## config.mk

```make
export PLATFORM = sky130hd
export DESIGN_NAME = door_access_arbiter_flat
export DESIGN_NICKNAME = d
export VERILOG_FILES = /design/src/rtl/door_pkg.sv /design/src/rtl/door_access_arbiter_if.sv /design/src/rtl/rr_picker.sv /design/src/rtl/door_access_arbiter.sv /design/src/flat_wrapper.sv
export SDC_FILE = /design/constraint.sdc
export NUM_CORES = 1
export LEC_CHECK = 0
export CORE_ASPECT_RATIO = 0.8
export CORE_UTILIZATION = 41
export CTS_CLUSTER_SIZE = 14
export DETAILED_ROUTE_END_ITERATION = 6
export HOLD_SLACK_MARGIN = 0.03
export PLACE_DENSITY = 0.75
export SETUP_SLACK_MARGIN = 0.5
export SYNTH_ARGS = -nofsm -noshare
export SYNTH_HDL_FRONTEND = slang
export SYNTH_SLANG_ARGS = --single-unit
```

## constraint.sdc

```tcl
create_clock -name clk -period 2.17 [get_ports clk]
set_input_delay 0.434 -clock clk [delete_from_list [all_inputs] [get_ports clk]]
set_output_delay 0.434 -clock clk [all_outputs]
set_load 0.02 [all_outputs]
```

## src/rtl/door_pkg.sv

```systemverilog
// Shared constants and state encoding for the door access arbiter and door_control.
package door_pkg;

  localparam int DEFAULT_PW_W    = 14;
  localparam int DEFAULT_TIMEOUT = 8;

  typedef enum logic [2:0] {
    S_IDLE,
    S_ISSUE,
    S_WAIT,
    S_REPORT,
    S_LOCKED
  } state_t;

endpackage

```

## src/rtl/door_access_arbiter_if.sv

```systemverilog
// Bundle between the keypad requesters, the arbiter and door_control's password port.
interface door_access_arbiter_if #(
  parameter int NUM_REQ = 3,
  parameter int PW_W    = door_pkg::DEFAULT_PW_W
);

  logic [NUM_REQ-1:0]      req;
  logic [NUM_REQ*PW_W-1:0] req_pw;
  logic [NUM_REQ-1:0]      gnt;
  logic [NUM_REQ-1:0]      done;
  logic                    pass;
  logic                    busy;
  logic                    lockout;
  logic                    dc_submit;
  logic [PW_W-1:0]         dc_password;
  logic                    dc_unlock;
  logic                    dc_alarm;

  // The arbiter is the slave: it serves the requesters and fronts door_control.
  modport slave (
    input  req, req_pw, dc_unlock, dc_alarm,
    output gnt, done, pass, busy, lockout, dc_submit, dc_password
  );

  modport master (
    output req, req_pw, dc_unlock, dc_alarm,
    input  gnt, done, pass, busy, lockout, dc_submit, dc_password
  );

endinterface

```

## src/rtl/rr_picker.sv

```systemverilog
// Combinational round-robin picker: first set request at or after the pointer, wrapping.
module rr_picker #(
  parameter int NUM_REQ = 3,
  parameter int IDX_W   = $clog2(NUM_REQ)
) (
  input  logic [NUM_REQ-1:0] req_i,
  input  logic [IDX_W-1:0]   ptr_i,
  output logic               valid_o,
  output logic [IDX_W-1:0]   idx_o
);

  always_comb begin
    int cand;
    logic found;
    cand    = 0;
    found   = 1'b0;
    valid_o = 1'b0;
    idx_o   = '0;
    for (int k = 0; k < NUM_REQ; k++) begin
      cand = (int'(ptr_i) + k) % NUM_REQ;
      if (!found && req_i[cand]) begin
        found = 1'b1;
        idx_o = IDX_W'(cand);
      end
    end
    valid_o = found;
  end

endmodule

```

## src/rtl/door_access_arbiter.sv

```systemverilog
// Round-robin arbiter sharing door_control's password port among keypad requesters,
// with a bounded wait for the unlock/alarm answer and a lockout while alarmed.
module door_access_arbiter #(
  parameter int NUM_REQ      = 3,
  parameter int PW_W         = door_pkg::DEFAULT_PW_W,
  parameter int RESP_TIMEOUT = door_pkg::DEFAULT_TIMEOUT
) (
  input logic                 clk,
  input logic                 reset,
  door_access_arbiter_if.slave bus
);

  import door_pkg::*;

  localparam int IDX_W = $clog2(NUM_REQ);
  localparam int TMR_W = $clog2(RESP_TIMEOUT);

  state_t               state_q;
  logic [IDX_W-1:0]     ptr_q;
  logic [IDX_W-1:0]     idx_q;
  logic [TMR_W-1:0]     timer_q;
  logic [PW_W-1:0]      pw_q;
  logic [NUM_REQ-1:0]   gnt_q;
  logic [NUM_REQ-1:0]   done_q;
  logic                 pass_q;
  logic                 busy_q;
  logic                 lockout_q;
  logic                 submit_q;
  logic                 alarm_seen_q;

  logic                 pick_valid;
  logic [IDX_W-1:0]     pick_idx;

  rr_picker #(
    .NUM_REQ (NUM_REQ),
    .IDX_W   (IDX_W)
  ) u_picker (
    .req_i   (bus.req),
    .ptr_i   (ptr_q),
    .valid_o (pick_valid),
    .idx_o   (pick_idx)
  );

  // done and pass default low so they only ever pulse for the single REPORT cycle.
  always_ff @(posedge clk or negedge reset) begin
    if (!reset) begin
      state_q      <= S_IDLE;
      ptr_q        <= '0;
      idx_q        <= '0;
      timer_q      <= '0;
      pw_q         <= '0;
      gnt_q        <= '0;
      done_q       <= '0;
      pass_q       <= 1'b0;
      busy_q       <= 1'b0;
      lockout_q    <= 1'b0;
      submit_q     <= 1'b0;
      alarm_seen_q <= 1'b0;
    end else begin
      submit_q <= 1'b0;
      done_q   <= '0;
      pass_q   <= 1'b0;
      case (state_q)
        S_IDLE: begin
          if (bus.dc_alarm) begin
            state_q   <= S_LOCKED;
            lockout_q <= 1'b1;
            busy_q    <= 1'b1;
          end else if (pick_valid) begin
            state_q  <= S_ISSUE;
            idx_q    <= pick_idx;
            pw_q     <= bus.req_pw[int'(pick_idx)*PW_W +: PW_W];
            gnt_q    <= NUM_REQ'(1) << pick_idx;
            submit_q <= 1'b1;
            busy_q   <= 1'b1;
          end
        end
        S_ISSUE: begin
          state_q <= S_WAIT;
          timer_q <= '0;
        end
        S_WAIT: begin
          if (bus.dc_unlock) begin
            state_q <= S_REPORT;
            done_q  <= gnt_q;
            pass_q  <= 1'b1;
          end else if (bus.dc_alarm) begin
            state_q      <= S_REPORT;
            done_q       <= gnt_q;
            alarm_seen_q <= 1'b1;
          end else if (timer_q == TMR_W'(RESP_TIMEOUT - 1)) begin
            state_q <= S_REPORT;
            done_q  <= gnt_q;
          end else begin
            timer_q <= timer_q + 1'b1;
          end
        end
        S_REPORT: begin
          gnt_q <= '0;
          ptr_q <= (idx_q == IDX_W'(NUM_REQ - 1)) ? '0 : idx_q + 1'b1;
          if (alarm_seen_q || bus.dc_alarm) begin
            state_q   <= S_LOCKED;
            lockout_q <= 1'b1;
          end else begin
            state_q <= S_IDLE;
            busy_q  <= 1'b0;
          end
        end
        S_LOCKED: begin
          alarm_seen_q <= 1'b0;
          if (!bus.dc_alarm) begin
            state_q   <= S_IDLE;
            lockout_q <= 1'b0;
            busy_q    <= 1'b0;
          end
        end
        default: state_q <= S_IDLE;
      endcase
    end
  end

  assign bus.gnt         = gnt_q;
  assign bus.done        = done_q;
  assign bus.pass        = pass_q;
  assign bus.busy        = busy_q;
  assign bus.lockout     = lockout_q;
  assign bus.dc_submit   = submit_q;
  assign bus.dc_password = pw_q;

endmodule

```

## src/flat_wrapper.sv

```systemverilog
// flat-port wrapper written by rule: the top's interface ports become plain ports
module door_access_arbiter_flat import door_pkg::*;
#(
  parameter int NUM_REQ      = 3,
  parameter int PW_W         = door_pkg::DEFAULT_PW_W,
  parameter int RESP_TIMEOUT = door_pkg::DEFAULT_TIMEOUT
)
  (clk, reset, bus_req, bus_req_pw, bus_dc_unlock, bus_dc_alarm, bus_gnt, bus_done, bus_pass, bus_busy, bus_lockout, bus_dc_submit, bus_dc_password);
  door_access_arbiter_if #(.NUM_REQ(NUM_REQ), .PW_W(PW_W)) bus_i ();
  input logic clk;
  input logic reset;
  input wire logic [$bits(bus_i.req)-1:0] bus_req;
  input wire logic [$bits(bus_i.req_pw)-1:0] bus_req_pw;
  input wire logic [$bits(bus_i.dc_unlock)-1:0] bus_dc_unlock;
  input wire logic [$bits(bus_i.dc_alarm)-1:0] bus_dc_alarm;
  output wire logic [$bits(bus_i.gnt)-1:0] bus_gnt;
  output wire logic [$bits(bus_i.done)-1:0] bus_done;
  output wire logic [$bits(bus_i.pass)-1:0] bus_pass;
  output wire logic [$bits(bus_i.busy)-1:0] bus_busy;
  output wire logic [$bits(bus_i.lockout)-1:0] bus_lockout;
  output wire logic [$bits(bus_i.dc_submit)-1:0] bus_dc_submit;
  output wire logic [$bits(bus_i.dc_password)-1:0] bus_dc_password;
  assign bus_i.req = bus_req;
  assign bus_i.req_pw = bus_req_pw;
  assign bus_i.dc_unlock = bus_dc_unlock;
  assign bus_i.dc_alarm = bus_dc_alarm;
  assign bus_gnt = bus_i.gnt;
  assign bus_done = bus_i.done;
  assign bus_pass = bus_i.pass;
  assign bus_busy = bus_i.busy;
  assign bus_lockout = bus_i.lockout;
  assign bus_dc_submit = bus_i.dc_submit;
  assign bus_dc_password = bus_i.dc_password;
  door_access_arbiter #(.NUM_REQ(NUM_REQ), .PW_W(PW_W), .RESP_TIMEOUT(RESP_TIMEOUT)) u_core (.clk(clk), .reset(reset), .bus(bus_i));
endmodule
```

==> parameters.txt <==
Parameter                              Value

Setup path
  CP startpoint kind    flop
  Stage delay of the slowest cell on the critical path    0.43 ns
  Worst reg2reg path depth    7
  Largest fanout on the critical path    8
  Cell type group with the largest total delay on the critical path    multiplexers
  CP Data Required Time    around 2.3 ns
  Critical path's most frequent cell    sky130_fd_sc_hd__mux2_4
  Cell count along the critical path    7
  Crit. End Element    flop
  Bufs and invs on worst path    1
  Sequence of cells on the critical path    inv_2 -> ha_4 -> mux2_4 -> mux2i_4 -> mux2_4 -> a221oi_2 -> o31ai_2
  Critical path class    reg -> reg
  Critical Path AT    2.34 ns
  Cell with the largest stage delay on the worst path    sky130_fd_sc_hd__dfrtp_2

Die
  Top-level port count    73
  Site Rows    22
  Starting density of the core    between 40 and 50%
  Die height    roughly 66 um
  Overall die width    about 80 um
  Floorplan die area    approximately 5400 um^2
  Core outline area    between 4000 and 5000 um^2

Global route
  Final global-route overflow total    0
  GRT Resource Usage Total    24.0%
  Pin count of the biggest net entering global routing    36
  Number of global-route vias before repair    a little over 2k
  First-pass GRT wire length    just under 10,000 um
  Number of antenna violations at the first check in global routing    0

STA
  Worst max-slew margin expressed relative to the limit    a little over two thirds
  Final count of negative-setup-slack endpoints    0
  Crit path time final    approximately 2.2 ns
  Unrepaired setup endpoints after global routing    true
  Setup skew after layout    between 0.005 and 0.006 ns
  Worst Slack Setup Final    0.00192 ns
  Highest attainable clock frequency    roughly 0.46 GHz
  Actual slew at the worst max-slew pin    0.454 ns
  Fraction of the cycle the final worst path needs    99.9%
  Number of max-slew violations in the final report    0
  Final Hold Violating Endpoints    0

Finish
  Total area of multi-input combinational cells    about 1500 um^2
  Final non-filler cell total    ~380
  Share of post-route cells with drive strength above 1    between 30% and 40%
  Total inserted antenna cells    0
  Summed area of non-filler cells in the final layout    roughly 3600 um^2
  Post-layout nets    between 300 and 400
  Most common cell after layout, fill and taps aside    sky130_fd_sc_hd__clkdlybuf4s50_1
  Final core utilization    75.9%
  Number of fill cells in the layout    ~330
  Synthesis-to-finish area growth    72.5%
  Highest-count cells in the layout ignoring fill and taps    sky130_fd_sc_hd__clkdlybuf4s50_1 (48), sky130_fd_sc_hd__dfrtp_1 (33), sky130_fd_sc_hd__nand2_1 (29)
  Area taken by flip-flops and latches    slightly below 900 um^2

Worst hold path
  Worst hold stages    2
  Hold Path Class    reg -> reg

CTS
  Number of H-tree levels    2
  Maximum number of buffers from clock root to sink    2
  Number of buffers created by CTS    5
  CTS tree    yes
  Cts-stage hold buffer count    0
  Register clock-pin slew on the reported worst setup and hold paths    ~0.07 ns
  Clock Sink Count    35
  Worst skew pair latency    between 0.2 and 0.3 ns
  Clock root buffer master    sky130_fd_sc_hd__clkbuf_8

Power and ir drop
  Worst IR Drop VDD    slightly below 0.8 mV
  Total leakage power    0.00167 uW
  Total power per unit cell area    1500 nW/um^2

Detailed routing
  Via density per instance    ~5.6
  Final antenna-violating net count    0
  Total wire length after detailed routing    roughly 6600 um
  Number of DRC violations after detailed-routing iteration 0    between 200 and 250
  Number of detailed-route iterations in the first pass    5
  DRC violation count after routing    0
  Vias    approximately 2.2k
  Drt wl/cell    between 15 and 20 um

Logic synthesis
  Syn_area_per_cell    between 9 and 10 um^2
  #FFs+latches synth    35
  Count of flip-flops with a built-in enable after synthesis    0
  Post-synth cell types    46
  Number of warnings reported in the yosys synthesis log    0
  Post-synthesis cell count    225
  Share of the yosys chip area belonging to registers    between 40 and 50%
  Proportion of synthesized flip-flops having asynchronous set or reset    100%
  Net count after synthesis    280
  Top flip-flop cell by instance count after synthesis    sky130_fd_sc_hd__dfrtp_1
  Mapped Area    approximately 2100 um^2

Place
  Number of buffer cells added on primary ports    72
  Number of cells in the design after placement    between 300 and 400
  Routability Congestion    0.842
  Detailed placement HPWL    just over 4000 um
  Pre-CTS WS    -0.215 ns
  Post-Place Cell Area    3080 um^2

Run
  Max_cap viols    0

Status
  Run status    complete, no violations
## synth_stat cells, types with 2 or more instances
| library cell | instances | area share (%) |
|---|---|---|
| sky130_fd_sc_hd__a21oi_1 | 3 | 0.72 |
| sky130_fd_sc_hd__o21ai_0 | 9 | 2.2 |
| sky130_fd_sc_hd__mux2i_1 | 2 | 0.96 |
| sky130_fd_sc_hd__nor4_1 | 2 | 0.60 |
| sky130_fd_sc_hd__buf_2 | 5 | 1.2 |
| sky130_fd_sc_hd__a21boi_0 | 14 | 5.0 |
| sky130_fd_sc_hd__o31ai_1 | 19 | 6.8 |
| sky130_fd_sc_hd__a221oi_1 | 14 | 5.9 |
| sky130_fd_sc_hd__buf_4 | 2 | 0.72 |
| sky130_fd_sc_hd__nand3b_1 | 2 | 0.72 |
| sky130_fd_sc_hd__dfrtp_1 | 35 | 42 |
| sky130_fd_sc_hd__clkbuf_1 | 9 | 1.6 |
| sky130_fd_sc_hd__nor3_1 | 4 | 0.96 |
| sky130_fd_sc_hd__mux2_2 | 2 | 1.1 |
| sky130_fd_sc_hd__a32oi_1 | 3 | 1.3 |
| sky130_fd_sc_hd__and2_1 | 3 | 0.90 |
| sky130_fd_sc_hd__inv_1 | 7 | 1.3 |
| sky130_fd_sc_hd__nand2b_1 | 2 | 0.60 |
| sky130_fd_sc_hd__nand3_1 | 4 | 0.96 |
| sky130_fd_sc_hd__ha_1 | 6 | 3.6 |
| sky130_fd_sc_hd__and3_1 | 2 | 0.60 |
| sky130_fd_sc_hd__nand2_1 | 30 | 5.4 |
| sky130_fd_sc_hd__and3b_1 | 2 | 0.84 |
| sky130_fd_sc_hd__nor2_1 | 22 | 4.0 |
## power by group
group / total, uW / leakage, uW / switching, uW / internal (uW)
Combinational: 3790 / 0.00119 / 2020 / 1760
Clock: 430 / 0.0000371 / 216 / 214
Sequential: 1170 / 0.000443 / 237 / 934
## registers in the layout, indices dropped and copies added (netlist names)
name / flops
u_core.ptr_q: 2
u_core.bus.dc_submit: 1
u_core.state_q: 3
u_core.bus.dc_password: 14
u_core.bus.gnt: 3
u_core.bus.busy: 1
u_core.bus.pass: 1
u_core.timer_q: 3
u_core.bus.lockout: 1
u_core.alarm_seen_q: 1
u_core.bus.done: 3
u_core.idx_q: 2
## final timing paths
kind                                                  startpoint                               endpoint  slack (ns)
setup / recovery                     u_core.ptr_q[1]$_DFFE_PN0P_  u_core.bus.dc_password[5]$_DFFE_PN0P_       0.002
hold / removal             u_core.bus.dc_password[4]$_DFFE_PN0P_  u_core.bus.dc_password[4]$_DFFE_PN0P_        0.48
setup reg to reg                     u_core.ptr_q[1]$_DFFE_PN0P_  u_core.bus.dc_password[5]$_DFFE_PN0P_       0.002
hold reg to reg            u_core.bus.dc_password[4]$_DFFE_PN0P_  u_core.bus.dc_password[4]$_DFFE_PN0P_        0.48
max in group asynchronous                                  reset            u_core.ptr_q[1]$_DFFE_PN0P_        1.29
min in group asynchronous                                  reset          u_core.timer_q[2]$_DFFE_PN0P_        0.55
## tightest hold or removal path, cell delays in order (launching register included)
cell and delay [ns]:
sky130_fd_sc_hd__dfrtp_1 0.34, sky130_fd_sc_hd__nand2_1 0.05, sky130_fd_sc_hd__o31ai_1 0.05
## through the flow
stage	power, uW	hold slack, ns	TNS (ns)
detailed placement	4060	0.467	-2.81
CTS	4730	0.480	0
global route	5750	0.504	-0.537
floorplan	3160	0.138	0
finish	5390	0.481	0
global placement	4000	0.459	-2.07
## metal layers
layer  GRT usage (%)  wire length, um  up-vias
li1                -                -     1027
met5               0                0        -
met3            3.33              307       10
met1            32.4             2930     1049
met4            7.46              102        0
met2            39.5             3210       81
## logic make-up after synthesis
logic type / share of synthesized area (%)
and+or+nand+nor: 17.4
muxes: 4.38
buffers and inverters: 5.22
DFF: 42.0
xor gates and xnor gates: 0.420
adders and majority gates: 3.60
AOI/OAI and AO/OA: 27.0
## timing repair
item                       4_1_cts  5_1_grt
resized for setup               37       58
setup endpoints to repair       37       32
gates cloned                     3        0
buffers inserted                 5        7
pin swaps                       12        9
## area by class of cell
type	count	area share, %
Multi-Input combinational cell	166	41.1
Timing Repair Buffer	109	29.5
Clock buffer	6	2.02
Tap cell	60	2.09
Sequential cell	35	24.4
Inverter	8	0.836
Note: power is estimated with default switching activity, not from simulation.
